`src/rtl/hero_bus_pkg.sv`:
```
`default_nettype none
// ============================================================================
//  Module   : hero_bus_pkg
//  Brief    : Hero write bus beat type and cycle-type encoding.
//  Revision : 1.0  initial release
// ============================================================================
package hero_bus_pkg;

   // Beat qualifier; anything other than IDLE is an offered beat.
   typedef enum logic [1:0] {
      CYCLE_TYPE_IDLE  = 2'd0,
      CYCLE_TYPE_VALID = 2'd1,
      CYCLE_TYPE_DONE  = 2'd2
   } CYCLE_TYPE_E;

   // 46-bit hero write beat: qualifier, address, write data.
   typedef struct packed {
      CYCLE_TYPE_E cycle_type;
      logic [11:0] addr;
      logic [31:0] wdat;
   } hero_write_t;

endpackage : hero_bus_pkg
`default_nettype wire

```
`src/rtl/hero_arb_pkg.sv`:
```
`default_nettype none
// ============================================================================
//  Module   : hero_arb_pkg
//  Brief    : Arbiter state encoding and default sizing for hero_write_arb.
//  Revision : 1.0  initial release
// ============================================================================
package hero_arb_pkg;
   import hero_bus_pkg::*;

   localparam int HERO_ARB_NUM_REQ   = 4;
   localparam int HERO_ARB_MAX_BEATS = 16;

   typedef enum logic [0:0] {
      ARB_IDLE = 1'b0,
      ARB_LOCK = 1'b1
   } ARB_STATE_E;

endpackage : hero_arb_pkg
`default_nettype wire

```
`src/rtl/hero_write_arb_if.sv`:
```
`default_nettype none
// ============================================================================
//  Module   : hero_write_arb_if
//  Brief    : Requester-side and consumer-side signals of the hero arbiter.
//  Revision : 1.0  initial release
// ============================================================================
interface hero_write_arb_if
   import hero_bus_pkg::*;
   import hero_arb_pkg::*;
#(
   parameter int NUM_REQ = HERO_ARB_NUM_REQ
);
   localparam int IDW = $clog2(NUM_REQ);

   hero_write_t        req_bus [NUM_REQ];
   logic [NUM_REQ-1:0] req_rdy;
   hero_write_t        hero_out;
   logic               hero_out_rdy;
   logic               grant_vld;
   logic [IDW-1:0]     grant_id;
   logic               err_overrun;

   // Arbiter view
   modport slave (
      input  req_bus, hero_out_rdy,
      output req_rdy, hero_out, grant_vld, grant_id, err_overrun
   );

   // Environment view (requesters + consumer)
   modport master (
      output req_bus, hero_out_rdy,
      input  req_rdy, hero_out, grant_vld, grant_id, err_overrun
   );

endinterface : hero_write_arb_if
`default_nettype wire

```
`src/rtl/hero_rr_pick.sv`:
```
`default_nettype none
// ============================================================================
//  Module   : hero_rr_pick
//  Brief    : Combinational round-robin picker: first request at/after ptr.
//  Revision : 1.0  initial release
// ============================================================================
module hero_rr_pick #(
   parameter int NUM_REQ = 4,
   parameter int IDW     = $clog2(NUM_REQ)
) (
   input  wire logic [NUM_REQ-1:0] req,
   input  wire logic [IDW-1:0]     ptr,
   output logic      [NUM_REQ-1:0] onehot,
   output logic      [IDW-1:0]     idx,
   output logic                    any
);

   // Scan from the farthest offset back to ptr so the nearest hit wins.
   always_comb begin
      onehot = '0;
      idx    = '0;
      any    = 1'b0;
      for (int k = NUM_REQ - 1; k >= 0; k--) begin
         if (req[(int'(ptr) + k) % NUM_REQ]) begin
            onehot = '0;
            onehot[(int'(ptr) + k) % NUM_REQ] = 1'b1;
            idx    = IDW'((int'(ptr) + k) % NUM_REQ);
            any    = 1'b1;
         end
      end
   end

endmodule : hero_rr_pick
`default_nettype wire

```
`src/rtl/hero_write_arb.sv`:
```
`default_nettype none
// ============================================================================
//  Module   : hero_write_arb
//  Brief    : Transaction-locked round-robin arbiter for the hero write bus,
//             registered output stage with backpressure, overrun policing.
//  Revision : 1.0  initial release
// ============================================================================
module hero_write_arb
   import hero_bus_pkg::*;
   import hero_arb_pkg::*;
#(
   parameter int NUM_REQ   = HERO_ARB_NUM_REQ,
   parameter int MAX_BEATS = HERO_ARB_MAX_BEATS
) (
   input wire logic         clk,
   input wire logic         rst_n,
   hero_write_arb_if.slave  bus
);
   localparam int IDW = $clog2(NUM_REQ);
   localparam int CW  = $clog2(MAX_BEATS + 1);

   ARB_STATE_E         state_q, state_d;
   logic [IDW-1:0]     ptr_q, ptr_d;
   logic [CW-1:0]      cnt_q, cnt_d;
   hero_write_t        hero_out_q, hero_out_d;
   logic               grant_vld_q, grant_vld_d;
   logic [IDW-1:0]     grant_id_q, grant_id_d;
   logic               err_q, err_d;

   logic [NUM_REQ-1:0] req_vec;
   logic [NUM_REQ-1:0] pick_onehot;
   logic [IDW-1:0]     pick_idx;
   logic               pick_any;
   logic [NUM_REQ-1:0] req_rdy_cmb;
   hero_write_t        owner_beat;
   logic               out_xfer;
   logic               load_ok;

   function automatic logic [IDW-1:0] wrap_inc(input logic [IDW-1:0] v);
      return (v == IDW'(NUM_REQ - 1)) ? '0 : v + 1'b1;
   endfunction

   generate
      for (genvar i = 0; i < NUM_REQ; i++) begin : g_req
         assign req_vec[i] = (bus.req_bus[i].cycle_type != CYCLE_TYPE_IDLE);
      end
   endgenerate

   hero_rr_pick #(.NUM_REQ(NUM_REQ), .IDW(IDW)) u_pick (
      .req    (req_vec),
      .ptr    (ptr_q),
      .onehot (pick_onehot),
      .idx    (pick_idx),
      .any    (pick_any)
   );

   assign out_xfer = (hero_out_q.cycle_type != CYCLE_TYPE_IDLE) && bus.hero_out_rdy;
   assign load_ok  = (hero_out_q.cycle_type == CYCLE_TYPE_IDLE) || out_xfer;

   // Arbitration, lock tracking, output-stage load and overrun truncation.
   always_comb begin
      state_d     = state_q;
      ptr_d       = ptr_q;
      cnt_d       = cnt_q;
      grant_vld_d = grant_vld_q;
      grant_id_d  = grant_id_q;
      err_d       = 1'b0;
      hero_out_d  = out_xfer ? '0 : hero_out_q;
      req_rdy_cmb = '0;
      owner_beat  = bus.req_bus[grant_id_q];
      case (state_q)
         ARB_IDLE: begin
            if (load_ok && pick_any) begin
               req_rdy_cmb = pick_onehot;
               hero_out_d  = bus.req_bus[pick_idx];
               if (bus.req_bus[pick_idx].cycle_type == CYCLE_TYPE_DONE) begin
                  ptr_d = wrap_inc(pick_idx);
               end else begin
                  state_d     = ARB_LOCK;
                  grant_id_d  = pick_idx;
                  grant_vld_d = 1'b1;
                  cnt_d       = CW'(1);
               end
            end
         end
         ARB_LOCK: begin
            if (load_ok && owner_beat.cycle_type != CYCLE_TYPE_IDLE) begin
               req_rdy_cmb[grant_id_q] = 1'b1;
               hero_out_d = owner_beat;
               cnt_d      = cnt_q + CW'(1);
               // A VALID at the last allowed slot is truncated into a DONE.
               if (owner_beat.cycle_type != CYCLE_TYPE_DONE &&
                   cnt_q == CW'(MAX_BEATS - 1)) begin
                  hero_out_d.cycle_type = CYCLE_TYPE_DONE;
                  err_d = 1'b1;
               end
               if (owner_beat.cycle_type == CYCLE_TYPE_DONE ||
                   cnt_q == CW'(MAX_BEATS - 1)) begin
                  state_d     = ARB_IDLE;
                  ptr_d       = wrap_inc(grant_id_q);
                  grant_vld_d = 1'b0;
                  cnt_d       = '0;
               end
            end
         end
         default: state_d = ARB_IDLE;
      endcase
   end

   // State and output-stage registers.
   always_ff @(posedge clk or negedge rst_n) begin
      if (!rst_n) begin
         state_q     <= ARB_IDLE;
         ptr_q       <= '0;
         cnt_q       <= '0;
         hero_out_q  <= '0;
         grant_vld_q <= 1'b0;
         grant_id_q  <= '0;
         err_q       <= 1'b0;
      end else begin
         state_q     <= state_d;
         ptr_q       <= ptr_d;
         cnt_q       <= cnt_d;
         hero_out_q  <= hero_out_d;
         grant_vld_q <= grant_vld_d;
         grant_id_q  <= grant_id_d;
         err_q       <= err_d;
      end
   end

   // No beat is acknowledged while reset is held.
   assign bus.req_rdy     = rst_n ? req_rdy_cmb : '0;
   assign bus.hero_out    = hero_out_q;
   assign bus.grant_vld   = grant_vld_q;
   assign bus.grant_id    = grant_id_q;
   assign bus.err_overrun = err_q;

endmodule : hero_write_arb
`default_nettype wire
```
`src/flat_wrapper.sv`:
```
// flat-port wrapper written by rule: the top's interface ports become plain ports
module hero_write_arb_flat import hero_bus_pkg::*; import hero_arb_pkg::*;
#(
   parameter int NUM_REQ   = HERO_ARB_NUM_REQ,
   parameter int MAX_BEATS = HERO_ARB_MAX_BEATS
)
  (clk, rst_n, bus_req_bus, bus_hero_out_rdy, bus_req_rdy, bus_hero_out, bus_grant_vld, bus_grant_id, bus_err_overrun);
  hero_write_arb_if #(.NUM_REQ(NUM_REQ)) bus_i ();
  input wire logic clk;
  input wire logic rst_n;
  input wire logic [$bits(bus_i.req_bus)-1:0] bus_req_bus;
  input wire logic [$bits(bus_i.hero_out_rdy)-1:0] bus_hero_out_rdy;
  output wire logic [$bits(bus_i.req_rdy)-1:0] bus_req_rdy;
  output wire logic [$bits(bus_i.hero_out)-1:0] bus_hero_out;
  output wire logic [$bits(bus_i.grant_vld)-1:0] bus_grant_vld;
  output wire logic [$bits(bus_i.grant_id)-1:0] bus_grant_id;
  output wire logic [$bits(bus_i.err_overrun)-1:0] bus_err_overrun;
  assign bus_i.req_bus = {>>{bus_req_bus}};
  assign bus_i.hero_out_rdy = bus_hero_out_rdy;
  assign bus_req_rdy = bus_i.req_rdy;
  assign bus_hero_out = bus_i.hero_out;
  assign bus_grant_vld = bus_i.grant_vld;
  assign bus_grant_id = bus_i.grant_id;
  assign bus_err_overrun = bus_i.err_overrun;
  hero_write_arb #(.NUM_REQ(NUM_REQ), .MAX_BEATS(MAX_BEATS)) u_core (.clk(clk), .rst_n(rst_n), .bus(bus_i));
endmodule
```
`config.mk`:
```
export PLATFORM = sky130hd
export DESIGN_NAME = hero_write_arb_flat
export DESIGN_NICKNAME = d
export VERILOG_FILES = /design/src/rtl/hero_bus_pkg.sv /design/src/rtl/hero_arb_pkg.sv /design/src/rtl/hero_write_arb_if.sv /design/src/rtl/hero_rr_pick.sv /design/src/rtl/hero_write_arb.sv /design/src/flat_wrapper.sv
export SDC_FILE = /design/constraint.sdc
export NUM_CORES = 1
export LEC_CHECK = 0
export CAP_MARGIN = 15
export CORE_UTILIZATION = 63
export CTS_CLUSTER_SIZE = 16
export DETAILED_ROUTE_END_ITERATION = 6
export DONT_BUFFER_PORTS = 1
export PLACE_DENSITY = 0.77
export SETUP_SLACK_MARGIN = 0.1
export SLEW_MARGIN = 20
export SYNTH_ARGS = -nofsm -noshare
export SYNTH_HDL_FRONTEND = slang
export SYNTH_SLANG_ARGS = --single-unit
```
`constraint.sdc`:
```
create_clock -name clk -period 10.1 [get_ports clk]
set_input_delay 1.01 -clock clk [delete_from_list [all_inputs] [get_ports clk]]
set_output_delay 1.01 -clock clk [all_outputs]
set_load 0.005 [all_outputs]
```
---- Word-level counts from Yosys, hierarchy flattened ----
Index checks and enable logic that the tools add are counted.
word-level totals
  flip-flop bits (word level) ............. 58
  logic and storage cells ................. 143
  output and inout port bits .............. 54
  input bits .............................. 187
operators by class
  mux-type cells .......................... 73
  add/subtract/negate cells ............... 6
  bitwise operators ....................... 7
  eq/ne operators ......................... 11
  magnitude comparators ................... 12
  reductions and logical operators ........ 25
operator list
  cell                                                                                 number
  46-bit two-way mux                                                                   7
  46-bit binary-select mux with 2-bit select                                           2
  46-bit one-hot mux with 2 select lines                                               1
  4-bit two-way mux                                                                    7
  1-bit two-way mux                                                                    27
  2-bit two-way mux                                                                    11
  5-bit two-way mux                                                                    4
  3-bit by 4-bit less-than comparator with 1-bit output, second input constant         3
  2-bit nonzero test                                                                   6
  1-bit demux with 2-bit select                                                        5
  5-bit one-hot mux with 2 select lines                                                1
  3-bit by 1-bit greater-or-equal comparator with 1-bit output, second input constant  3
  1-bit logical AND                                                                    9
  1-bit binary-select mux with 2-bit select                                            4
  2-bit equality test, second input constant                                           4
  2-bit inequality test, second input constant                                         4
  4-bit one-hot mux with 2 select lines                                                1
  4-bit AND reduction                                                                  2
  2-bit by 1-bit adder with 2-bit output, second input constant                        3
  3-bit greater-or-equal comparator, second input constant                             2
  2-bit by 3-bit less-than comparator with 1-bit output, second input constant         2
  2-bit NOT with 3-bit output                                                          2
  3-bit AND reduction                                                                  2
  2-bit OR reduction                                                                   3
  other kinds (11)                                                                     19

---- Logic depth before layout (Yosys ltp) ----
Gate-level depths: netlist of run 1.
  depth after elaboration ................. 18
  gate-level depth with buffers ........... 13
  mapped depth without buffers ............ 11

---- Hierarchy ----
Synthesis of run 1 repeated with hierarchy kept, for this count alone.
unflattened totals
  cell total of the unflattened synthesis .. 418
  area, all modules ....................... 5514.0 sq um
modules (own cells, without submodules)
  module          area each (sq um)  cells an instance  sequential area each (sq um)  times used
  hero_write_arb  5004.8             357                1451.4                        1
  hero_rr_pick    509.2              61                 0.0                           1

---- Least setup slack after synthesis of run 1 ----
OpenSTA, ideal clock, no wires.
  path kind ............................... input -> output
  from .................................... in bus_req_bus[90]
  to ...................................... out bus_req_rdy[0]
  buffers on the path ..................... 1
  data required time ...................... 9090 ps
  slack ................................... 6297 ps
  arrival time ............................ 2793 ps
  stages .................................. 8
  path through ............................ or2_1 o41ai_1 nor2_1 clkbuf_1 nand2_1 nor2_1 a32oi_1 o21ai_0
between the ends
  longest elaborated chain between the ends .. 12
  elaborated cells on any way between the ends .. 30
  classes of those cells .................. mux: 26; reduce/logical: 4
ends and longest elaborated chain
  item                                                  RTL line               text
  from (decl)                                           flat_wrapper.sv:11     input wire logic [$bits(bus_i.req_bus)-1:0] bus_req_bus;
  2-bit nonzero test                                    hero_write_arb.sv:45   assign req_vec[i] = (bus.req_bus[i].cycle_type != CYCLE_TYPE_IDLE);
  1-bit binary-select mux with 2-bit select             hero_rr_pick.sv:24     if (req[(int'(ptr) + k) % NUM_REQ]) begin
  1-bit two-way mux (not written as such) (2 in a row)  hero_rr_pick.sv:24
  1-bit two-way mux (4 in a row)                        hero_rr_pick.sv:24
  1-bit logical AND                                     hero_write_arb.sv:73   if (load_ok && pick_any) begin
  4-bit two-way mux                                     hero_write_arb.sv:73
  4-bit one-hot mux with 2 select lines *               hero_write_arb.sv:71   case (state_q)
  4-bit two-way mux *                                   hero_write_arb.sv:132  assign bus.req_rdy = rst_n ? req_rdy_cmb : '0;
  to (decl)                                             flat_wrapper.sv:13     output wire logic [$bits(bus_i.req_rdy)-1:0] bus_req_rdy;
Every way passes the cells marked *; elsewhere a longest branch is shown, timed or not. The select of a mux whose other input is x is not followed.

---- Worst setup path in the final report of run 1 ----
  from .................................... reg u_core.ptr_q[0]
  to ...................................... reg u_core.cnt_q[2]
between the ends
  longest elaborated chain between the ends .. 15
  elaborated cells on any way between the ends .. 31
  classes of those cells .................. add/sub: 3; eq/ne: 3; mux: 22; bitwise: 1; reduce/logical: 2
ends and longest elaborated chain
  item                                                   RTL line                                text
  from (decl)                                            hero_write_arb.sv:23                    logic [IDW-1:0] ptr_q, ptr_d;
  from (signal assigned)                                 hero_write_arb.sv:122                   ptr_q <= ptr_d;
  2-bit adder                                            hero_rr_pick.sv:24, hero_rr_pick.sv:27
  1-bit binary-select mux with 2-bit select              hero_rr_pick.sv:24
  1-bit two-way mux (not written as such) (2 in a row)   hero_rr_pick.sv:24
  2-bit two-way mux (4 in a row)                         hero_rr_pick.sv:24
  2-bit NOT with 3-bit output (not written as such)      hero_write_arb.sv:76                    if (bus.req_bus[pick_idx].cycle_type == CYCLE_TYPE_DONE) begin
  46-bit binary-select mux with 2-bit select             hero_write_arb.sv:76
  46-bit two-way mux (not written as such) (2 in a row)  hero_write_arb.sv:76
  2-bit equality test                                    hero_write_arb.sv:76
  2-bit inequality test (no line)                        -
  3-bit AND reduction (no line) *                        -
  to (signal assigned)                                   hero_write_arb.sv:123                   cnt_q <= cnt_d;
  to (decl)                                              hero_write_arb.sv:24                    logic [CW-1:0] cnt_q, cnt_d;
Marks and branches as above.
A chain may end at the register's enable or synchronous reset.

==> results.yml, run 1 <==
place:
  gp_congestion: 0.9514
  dpl.cell_count: 483
  numPortBuffers: 0
  place_ws_ns: 5.164
  place_area_sq_um: 5280
  hpwl_um: 11020
critical_path:
  r2r_slack_ns: 5.78
  setup.worst_path.start_class: "flip-flop"
  cpLargestDelayFamily: "compound AO/OA/AOI/OAI gates"
  critPathMaxFanout: 29
  regToRegStartpoint: "u_core.ptr_q[0]"
  crit_buf_inv: 2
  crit_path_end_kind: "flip-flop"
  crit_slowest_cell: "a32oi_4"
  timing.rr.end: "u_core.cnt_q[2]"
  r2r_cells: 10
  worstPathArrival_ns: 4.60
  crit_required_ns: 10.38
  path_cells: "inv_1, ha_1, nor3b_1, o21ai_0, a32oi_4, buf_4, mux2i_1, mux2i_1, o21ai_0, a22o_1"
  crit_type: "reg -> reg"
  critPathMaxStageDelay_ns: 0.82
detailed_routing:
  drc: 0
  antenna_left: 0
  drt-met1-wl_um: 4745
  drtIter0Drc: 439
  topRoutingLayerUsed: "met4"
  vias_per_cell: 8.367
  drt_pre_antenna_iters: 6
  wl_per_cell_um: 30.17
  routed_wirelength_um: 15050
  wl_met2_um: 7764
  vias: 4175
  dr_wl_met3_um: 1964
global_routing:
  overflow: 0
  grt_use_total_pct: 36.42
  grt_pass1_wl_um: 23340
  antenna_found_initial: 0
  grt_pass1_vias: 4494
  grt_max_degree: 65
timing:
  fmax_mhz: 231.4
  worstMarginPinSlew_ns: 1.068
  max_slew_margin_pct: 28.62
  hold_viol_final: 0
  setup_ws_ns: 5.778
  setup_viol: 0
  finClkSkew_ns: 0.01270
  finalHoldWorstSlack_ns: 0.3605
  layout_worst_path_cycle_share_pct: 42.79
  tns_ns: 0
  rsz0062_at_grt: "false"
  period_needed_ns: 4.322
  slew_viol_final: 0
clocking:
  clk_pin_slew_ns: 0.07
  h-tree-depth: 3
  cts_tree: "yes"
  clock_sinks: 58
  postCtsHoldBufs: 0
  clock_latency_ns: 0.34
  cts_resized: 0
  clockBufferDepth: 2
  post_cts_buffers: 0
  cts_root_buffer: "clkbuf_8"
  cts_made_buffers: 9
synthesis:
  synthArstFlopShare_pct: 100.0
  yosys-top-cells-area: "mux4_2 (41%), dfrtp_1 (28%), a222oi_1 (8.5%)"
  ys_warn_count: 0
  synth.avg_cell_area_sq_um: 12.64
  seq_area_frac_synth_pct: 28.01
  netlist_area_sq_um: 5182
  postSynthCellCount: 410
  yosys.area.top_type: "mux4_2"
  synth_ff_type: "dfrtp_1"
  syn_nets: 608
  ys_ff_latch: 58
  netlist.area_leader.share_pct: 41.28
  synth_edf_count: 0
  synth_cell_type_count: 40
die:
  dieArea_sq_um: 8593
  core_area_sq_um: 7848
  die_h_um: 92.70
  initial_utilization_pct: 66.04
  rows: 32
  die_x_um: 92.70
  ioPinCount: 241
cells_and_area:
  diodes: 0
  most-common-layout-cells: "mux4_2 (95), dfrtp_1 (56), inv_1 (53)"
  fin_cells: 499
  area_delta_synth_final_pct: 5.094
  final_cell_area_sq_um: 5446
  drive_gt1_share_pct: 31.23
  post-route-util_pct: 69.40
  layout_commonest_cell: "mux4_2"
  nNetsFinal: 591
  fillers: 590
outcome:
  status: "finished clean"
power_and_ir_drop:
  p_total_mw: 1.980
  peakVddDrop_mv: 0.2109
  p_leak_nw: 2.183
  powerDensity_nw_per_um2: 363.5
flow_run:
  cap_violations: 0
min_path:
  hp-class: "in -> async"
-- worst max-delay path by stage --
stage	start	to	slack, ns	depth (start not counted)
6_report	u_core.ptr_q[0]	u_core.cnt_q[2]	5.78	10
3_5_place_dp	bus_req_bus[90]	u_core.bus.hero_out[28]	5.16	8
3_3_place_gp	bus_req_bus[90]	u_core.bus.hero_out[9]	5.31	8
2_1_floorplan	bus_req_bus[90]	bus_req_rdy[0]	6.30	8
4_1_cts	u_core.ptr_q[0]	u_core.bus.hero_out[28]	5.34	9
5_1_grt	u_core.ptr_q[0]	u_core.cnt_q[1]	5.41	10
-- flip-flops by register name (all words and copies together), names as in the netlist --
| register | flops |
|---|---|
| u_core.bus.hero_out | 46 |
| u_core.bus.grant_id | 2 |
| u_core.bus.err_overrun | 1 |
| u_core.ptr_q | 2 |
| u_core.bus.grant_vld | 1 |
| u_core.state_q | 1 |
| u_core.cnt_q | 5 |
-- final cells by class --
type | instances | area, sq um | area share, %
multi-input cells | 263 | 3432 | 63.01
clock buffers | 11 | 131.4 | 2.412
inverters | 53 | 198.9 | 3.653
repair buffers | 8 | 80.08 | 1.470
well taps | 102 | 127.6 | 2.343
clock inverters | 4 | 20.02 | 0.3676
flip-flops and latches | 58 | 1456 | 26.74
-- worst reg2reg max path, stage by stage, from the launching register on --
cell and delay, ns:
dfrtp_1 0.59, inv_1 0.25, ha_1 0.44, nor3b_1 0.19, o21ai_0 0.19, a32oi_4 0.82
buf_4 0.54, mux2i_1 0.40, mux2i_1 0.23, o21ai_0 0.40, a22o_1 0.21
-- logic make-up after synthesis --
logic type	after synthesis	share of synthesized area (%)
multiplexers	102	42.66
buffers and inverters	89	6.808
flip-flops	58	28.01
adder cells (fa/ha/maj)	11	2.656
AO/OA/AOI/OAI	91	14.63
AND/OR/NAND/NOR	59	5.239
-- synthesized netlist by cell type, drive strengths merged (2+ instances only) --
cell and number:
o21ai 16, mux2i 6, or2 4, nor2b 3
inv 53, a22o 2, a222oi 44, o211ai 4
o21a 2, a21oi 4, buf 9, clkbuf 27
o21bai 2, o31ai 2, nand2b 4, nand2 21
ha 11, o22ai 2, nor3b 2, nor2 15
a32oi 5, nand3 6, dfrtp 58, mux4 95
nor3 2
-- power breakdown --
| group | internal, mW | switching [mW] |
|---|---|---|
| Sequential | 0.349 | 0.119 |
| Combinational | 0.673 | 0.656 |
| Clock | 0.0861 | 0.0958 |
| Total | 1.11 | 0.871 |
-- metal layers --
layer / GRT usage [%] / vias to the layer above
met1: 44.09 / 2076
met5: 0 / -
met2: 60.49 / 362
li1: - / 1677
met3: 11.00 / 60
met4: 16.54 / 0
Note: power is estimated with default switching activity, not from simulation.
==> run 2, diff against run 1 <==
--- a/config.mk
+++ b/config.mk
@@ -6,11 +6,12 @@
 export NUM_CORES = 1
 export LEC_CHECK = 0
 export CAP_MARGIN = 15
-export CORE_UTILIZATION = 63
+export CORE_ASPECT_RATIO = 1.75
+export CORE_UTILIZATION = 59
 export CTS_CLUSTER_SIZE = 16
 export DETAILED_ROUTE_END_ITERATION = 6
 export DONT_BUFFER_PORTS = 1
-export PLACE_DENSITY = 0.77
+export PLACE_DENSITY = 0.76
 export SETUP_SLACK_MARGIN = 0.1
 export SLEW_MARGIN = 20
 export SYNTH_ARGS = -nofsm -noshare
==> constraint.sdc (replaced) <==
create_clock -name clk -period 3.9 [get_ports clk]
set_input_delay 0.39 -clock clk [delete_from_list [all_inputs] [get_ports clk]]
set_output_delay 0.39 -clock clk [all_outputs]
set_load 0.005 [all_outputs]
==> run 2 against run 1 <==
  * The flow now finishes with violations (DRC)
  * Sequential share of layout area shrank 0.98 points
  * Routed wire length is essentially flat
  * Highest routed layer unchanged
  * Clock-buffer cell count is the same
  * Clock power grew to 3.9 times the previous value
  * Final cell count grew 3.6%
  * Combinational power grew to 2.6 times the previous value
  * Largest cell class unchanged
  * Setup slack lost 5.4 ns
  * Final area grew 3.8%
  * Die area grew 6.8%
  * Register-to-register slack lost 5.4 ns
  * Worst hold slack lost 0.046 ns
==> results.yml, run 2 (synthesized netlist as in run 1, its figures left out) <==
die:
  die_x_um: 72.85
  die_h_um: 126.0
  rows: 44
  initial_utilization_pct: 61.53
  ioPinCount: 241
  core_area_sq_um: 8423
  dieArea_sq_um: 9177
detailed_routing:
  drc: 3
  wl_per_cell_um: 29.12
  vias: 4222
  antenna_left: 0
  drt_pre_antenna_iters: 7
  vias_per_cell: 8.166
  routed_wirelength_um: 15060
  drtIter0Drc: 448
timing:
  tns_ns: 0
  period_needed_ns: 3.473
  finClkSkew_ns: 0.006641
  slew_viol_final: 0
  fmax_mhz: 287.9
  worstMarginPinSlew_ns: 0.7983
  hold_viol_final: 0
  setup_viol: 0
  finalHoldWorstSlack_ns: 0.3146
  layout_worst_path_cycle_share_pct: 89.06
  max_slew_margin_pct: 46.65
  rsz0062_at_grt: "false"
power_and_ir_drop:
  peakVddDrop_mv: 0.6343
  p_leak_nw: 2.264
  powerDensity_nw_per_um2: 959.2
  p_total_mw: 5.423
clocking:
  clock_latency_ns: 0.32
  clock_sinks: 58
  cts_root_buffer: "clkbuf_16"
  clockBufferDepth: 2
  cts_made_buffers: 9
  h-tree-depth: 3
  post_cts_buffers: 0
  clk_pin_slew_ns: 0.05
  cts_tree: "yes"
  cts_resized: 0
cells_and_area:
  fillers: 597
  layout_commonest_cell: "mux4_2"
  diodes: 0
  area_delta_synth_final_pct: 9.102
  drive_gt1_share_pct: 32.09
  final_cell_area_sq_um: 5654
  nNetsFinal: 595
  post-route-util_pct: 67.13
  largest_reg_flops: 46
  most-common-layout-cells: "mux4_2 (95), dfrtp_1 (56), inv_1 (53)"
place:
  numPortBuffers: 0
  gp_congestion: 0.9494
  hpwl_um: 11370
  place_area_sq_um: 5344
critical_path:
  regToRegStartpoint: "u_core.ptr_q[1]"
  crit_type: "reg -> reg"
  setup.worst_path.start_class: "flip-flop"
  crit_path_end_kind: "flip-flop"
  worstPathArrival_ns: 3.66
  critPathMaxFanout: 49
  crit_required_ns: 4.08
  crit_start: "u_core.ptr_q[1]"
global_routing:
  grt_pass1_vias: 4464
  grt_pass1_wl_um: 23000
  grt_use_total_pct: 33.80
  grt_max_degree: 59
  overflow: 0
  antenna_found_initial: 0
flow_run:
  cap_violations: 0
min_path:
  hp-class: "in -> reg"
  worstHoldStart: "bus_hero_out_rdy"
outcome:
  status: "finished with violations"
  violations: "DRC"
[run 2: per-layer routing]
layer / vias up / track usage (%) / share of wire [%]
met2: 336 / 58.49 / 54
met3: 65 / 9.280 / 9.9
li1: 1691 / - / -
met1: 2130 / 36.13 / 31
met5: - / 0 / 0
met4: 0 / 19.26 / 5.7
[run 2: critical path, stage by stage, from the launching register on]
cell      delay, ns
dfrtp_1        0.42
inv_1          0.12
ha_1           0.41
mux4_2         0.42
a21boi_1       0.28
mux2i_4        0.30
buf_12         0.35
mux4_2         0.56
a222oi_1       0.32
inv_1          0.11
[run 2: repair_timing]
item / CTS / global route
hold endpoints to repair: 58 / 0
setup endpoints to repair: 0 / 0
hold buffers: 2 / 0
[run 2: metrics by stage]
step           setup WS, ns  cells
6_report             0.4266    517
5_1_grt              0.2380    517
4_1_cts              0.4711    517
3_5_place_dp         0.4616    499
3_3_place_gp         0.5952    498
2_1_floorplan        0.7166    410
[run 2: path summary, 6_finish.rpt]
path | to | slack [ns] | depth (start not counted)
worst max-delay path | u_core.bus.hero_out[36] | 0.43 | 9
worst min-delay path | u_core.bus.hero_out[44] | 0.31 | 2
worst max register to register | u_core.bus.hero_out[36] | 0.43 | 9
worst min register to register | u_core.cnt_q[4] | 0.50 | 1
max in group asynchronous | u_core.bus.grant_id[1] | 2.97 | 2
min in group asynchronous | u_core.bus.hero_out[41] | 0.64 | 2
[run 2: cell type report]
class | instances | area [sq um] | share of cell area, %
repair buffers | 12 | 150.1 | 2.655
clock buffers | 11 | 242.7 | 4.293
clock inverters | 5 | 30.03 | 0.5311
flip-flops and latches | 58 | 1456 | 25.76
inverters | 53 | 198.9 | 3.518
well taps | 115 | 143.9 | 2.545
multi-input cells | 263 | 3432 | 60.70
[run 2: power by group]
group	leakage [nW]	total (mW)	internal, mW	switching [mW]
clock	0.131	0.707	0.443	0.265
sequential	0.720	1.24	0.907	0.332
combinational	1.41	3.48	1.78	1.70
==> run 3, diff against run 2 <==
--- a/config.mk
+++ b/config.mk
@@ -7,11 +7,10 @@
 export LEC_CHECK = 0
 export CAP_MARGIN = 15
 export CORE_ASPECT_RATIO = 1.75
-export CORE_UTILIZATION = 59
+export CORE_UTILIZATION = 43
 export CTS_CLUSTER_SIZE = 16
 export DETAILED_ROUTE_END_ITERATION = 6
-export DONT_BUFFER_PORTS = 1
-export PLACE_DENSITY = 0.76
+export PLACE_DENSITY = 0.81
 export SETUP_SLACK_MARGIN = 0.1
 export SLEW_MARGIN = 20
 export SYNTH_ARGS = -nofsm -noshare
==> constraint.sdc (replaced) <==
create_clock -name clk -period 3.43 [get_ports clk]
set_input_delay 0.343 -clock clk [delete_from_list [all_inputs] [get_ports clk]]
set_output_delay 0.343 -clock clk [all_outputs]
set_load 0.005 [all_outputs]
==> run 3 against run 2 <==
  * The run now ends clean
  * Highest routed layer is now met5
  * Final area is 46% higher
  * Largest cell class unchanged
  * First-iteration DRC count increased by 13%
  * Non-clock buffer count increased by 263
  * Critical endpoint is now bus_req_rdy[0]
  * Critical path depth fell by 3
  * Utilization up 3.9 points
  * Global-route usage down 3.6 points
  * Clock power is 37% higher
  * Via count grew 25%
==> results.yml, run 3 (synthesized netlist as in run 1, its figures left out) <==
outcome:
  status: "finished clean"
power_and_ir_drop:
  p_total_mw: 7.346
  peakVddDrop_mv: 0.4394
  powerDensity_nw_per_um2: 887.7
  p_leak_nw: 3.320
critical_path:
  crit_buf_inv: 1
  critPathMaxStageDelay_ns: 0.64
  r2r_cells: 9
  path_depth: 6
  crit_type: "reg -> out"
  setup.worst_path.start_class: "flip-flop"
  timing.rr.end: "u_core.bus.hero_out[14]"
  crit_required_ns: 3.09
  crit_slowest_cell: "dfrtp_2"
  critPathMaxFanout: 17
  cpLargestDelayFamily: "flip-flops"
  r2r_slack_ns: 0.23
  crit_path_end_kind: "output port"
  regToRegStartpoint: "u_core.ptr_q[0]"
  worstPathArrival_ns: 2.89
  path_cells: "mux4_2, nor2_1, nor2_4, a32oi_1, o21ai_0, clkdlybuf4s50_1"
global_routing:
  overflow: 0
  met3_usage_pct: 6.124
  grt_use_total_pct: 30.22
  gr-usage-met2_pct: 55.81
  grt_max_degree: 45
  top_usage_layer: "met2"
  grt_pass1_wl_um: 28810
  grtUsageMet1_pct: 31.29
  antenna_found_initial: 1
  grt_pass1_vias: 5774
die:
  core_area_sq_um: 11650
  rows: 52
  initial_utilization_pct: 44.50
  die_h_um: 147.2
  die_x_um: 84.99
  ioPinCount: 241
  dieArea_sq_um: 12510
detailed_routing:
  vias: 5269
  routed_wirelength_um: 18590
  drc: 0
  drt_pre_antenna_iters: 6
  wl_per_cell_um: 23.24
  drtIter0Drc: 506
  antenna_left: 0
  vias_per_cell: 6.586
place:
  place_ws_ns: -0.2299
  gp_congestion: 0.8446
  dpl.cell_count: 783
  numPortBuffers: 240
  hpwl_um: 14080
  place_area_sq_um: 7934
timing:
  hold_viol_final: 0
  fmax_mhz: 309.6
  max_slew_margin_pct: 52.92
  finClkSkew_ns: 0.005773
  rsz0062_at_grt: "false"
  slew_viol_final: 0
  layout_worst_path_cycle_share_pct: 94.16
  finalHoldWorstSlack_ns: 0.4917
  worstMarginPinSlew_ns: 0.7008
  setup_viol: 0
  period_needed_ns: 3.230
  setup_ws_ns: 0.2002
  tns_ns: 0
clocking:
  cts_tree: "yes"
  cts_made_buffers: 9
  cts_root_buffer: "clkbuf_16"
  h-tree-depth: 3
  clock_latency_ns: 0.33
  clk_pin_slew_ns: 0.05
  clockBufferDepth: 2
  clock_sinks: 58
flow_run:
  cap_violations: 0
cells_and_area:
  final_cell_area_sq_um: 8275
  diodes: 0
  area_delta_synth_final_pct: 59.68
  largest_reg_flops: 46
  nNetsFinal: 858
  post-route-util_pct: 71.06
  most-common-layout-cells: "clkdlybuf4s50_1 (239), mux4_2 (95), dfrtp_1 (56)"
  drive_gt1_share_pct: 23.16
  layout_commonest_cell: "clkdlybuf4s50_1"
  fin_cells: 800
min_path:
  hold_end: "u_core.cnt_q[4]"
  hp-class: "reg -> reg"
  min_delay_path_depth: 1
  worstHoldStart: "u_core.cnt_q[4]"
-- run 3: cell type report --
type	instances	area, sq um
multi-input cells	263	3436
clock buffers	11	242.7
fillers	868	3371
clock inverters	5	77.57
flip-flops and latches	58	1456
inverters	53	198.9
well taps	135	168.9
repair buffers	275	2695
-- run 3: timing repair --
item,in CTS,in global routing
hold endpoints to repair,14,0
setup buffers,0,0
resized for setup,1,2
hold buffers,1,0
setup endpoints to repair,1,13
-- run 3: worst max path at each step --
stage	startpoint	end	slack, ns
2_1_floorplan	u_core.ptr_q[0]	u_core.bus.hero_out[37]	0.25
3_3_place_gp	bus_req_bus[136]	u_core.bus.hero_out[22]	-0.08
3_5_place_dp	bus_req_bus[136]	u_core.bus.hero_out[22]	-0.23
4_1_cts	bus_req_bus[136]	u_core.bus.hero_out[14]	0.15
5_1_grt	u_core.ptr_q[0]	u_core.bus.hero_out[14]	0.1
6_report	u_core.bus.grant_id[0]	bus_req_rdy[0]	0.20
-- run 3: where the power goes --
part           switching [mW]  internal [mW]  total [mW]
registers               0.302           1.03        1.33
logic                    2.27           2.77        5.04
clock network           0.318          0.652       0.970
-- run 3: routing by layer --
layer / part of all wire (%) / up-vias / routed length (um)
li1: - / 2222 / -
met1: 32 / 2668 / 5942
met4: 4.2 / 2 / 790
met5: 0.091 / - / 17
met2: 56 / 319 / 10480
met3: 7.3 / 58 / 1363
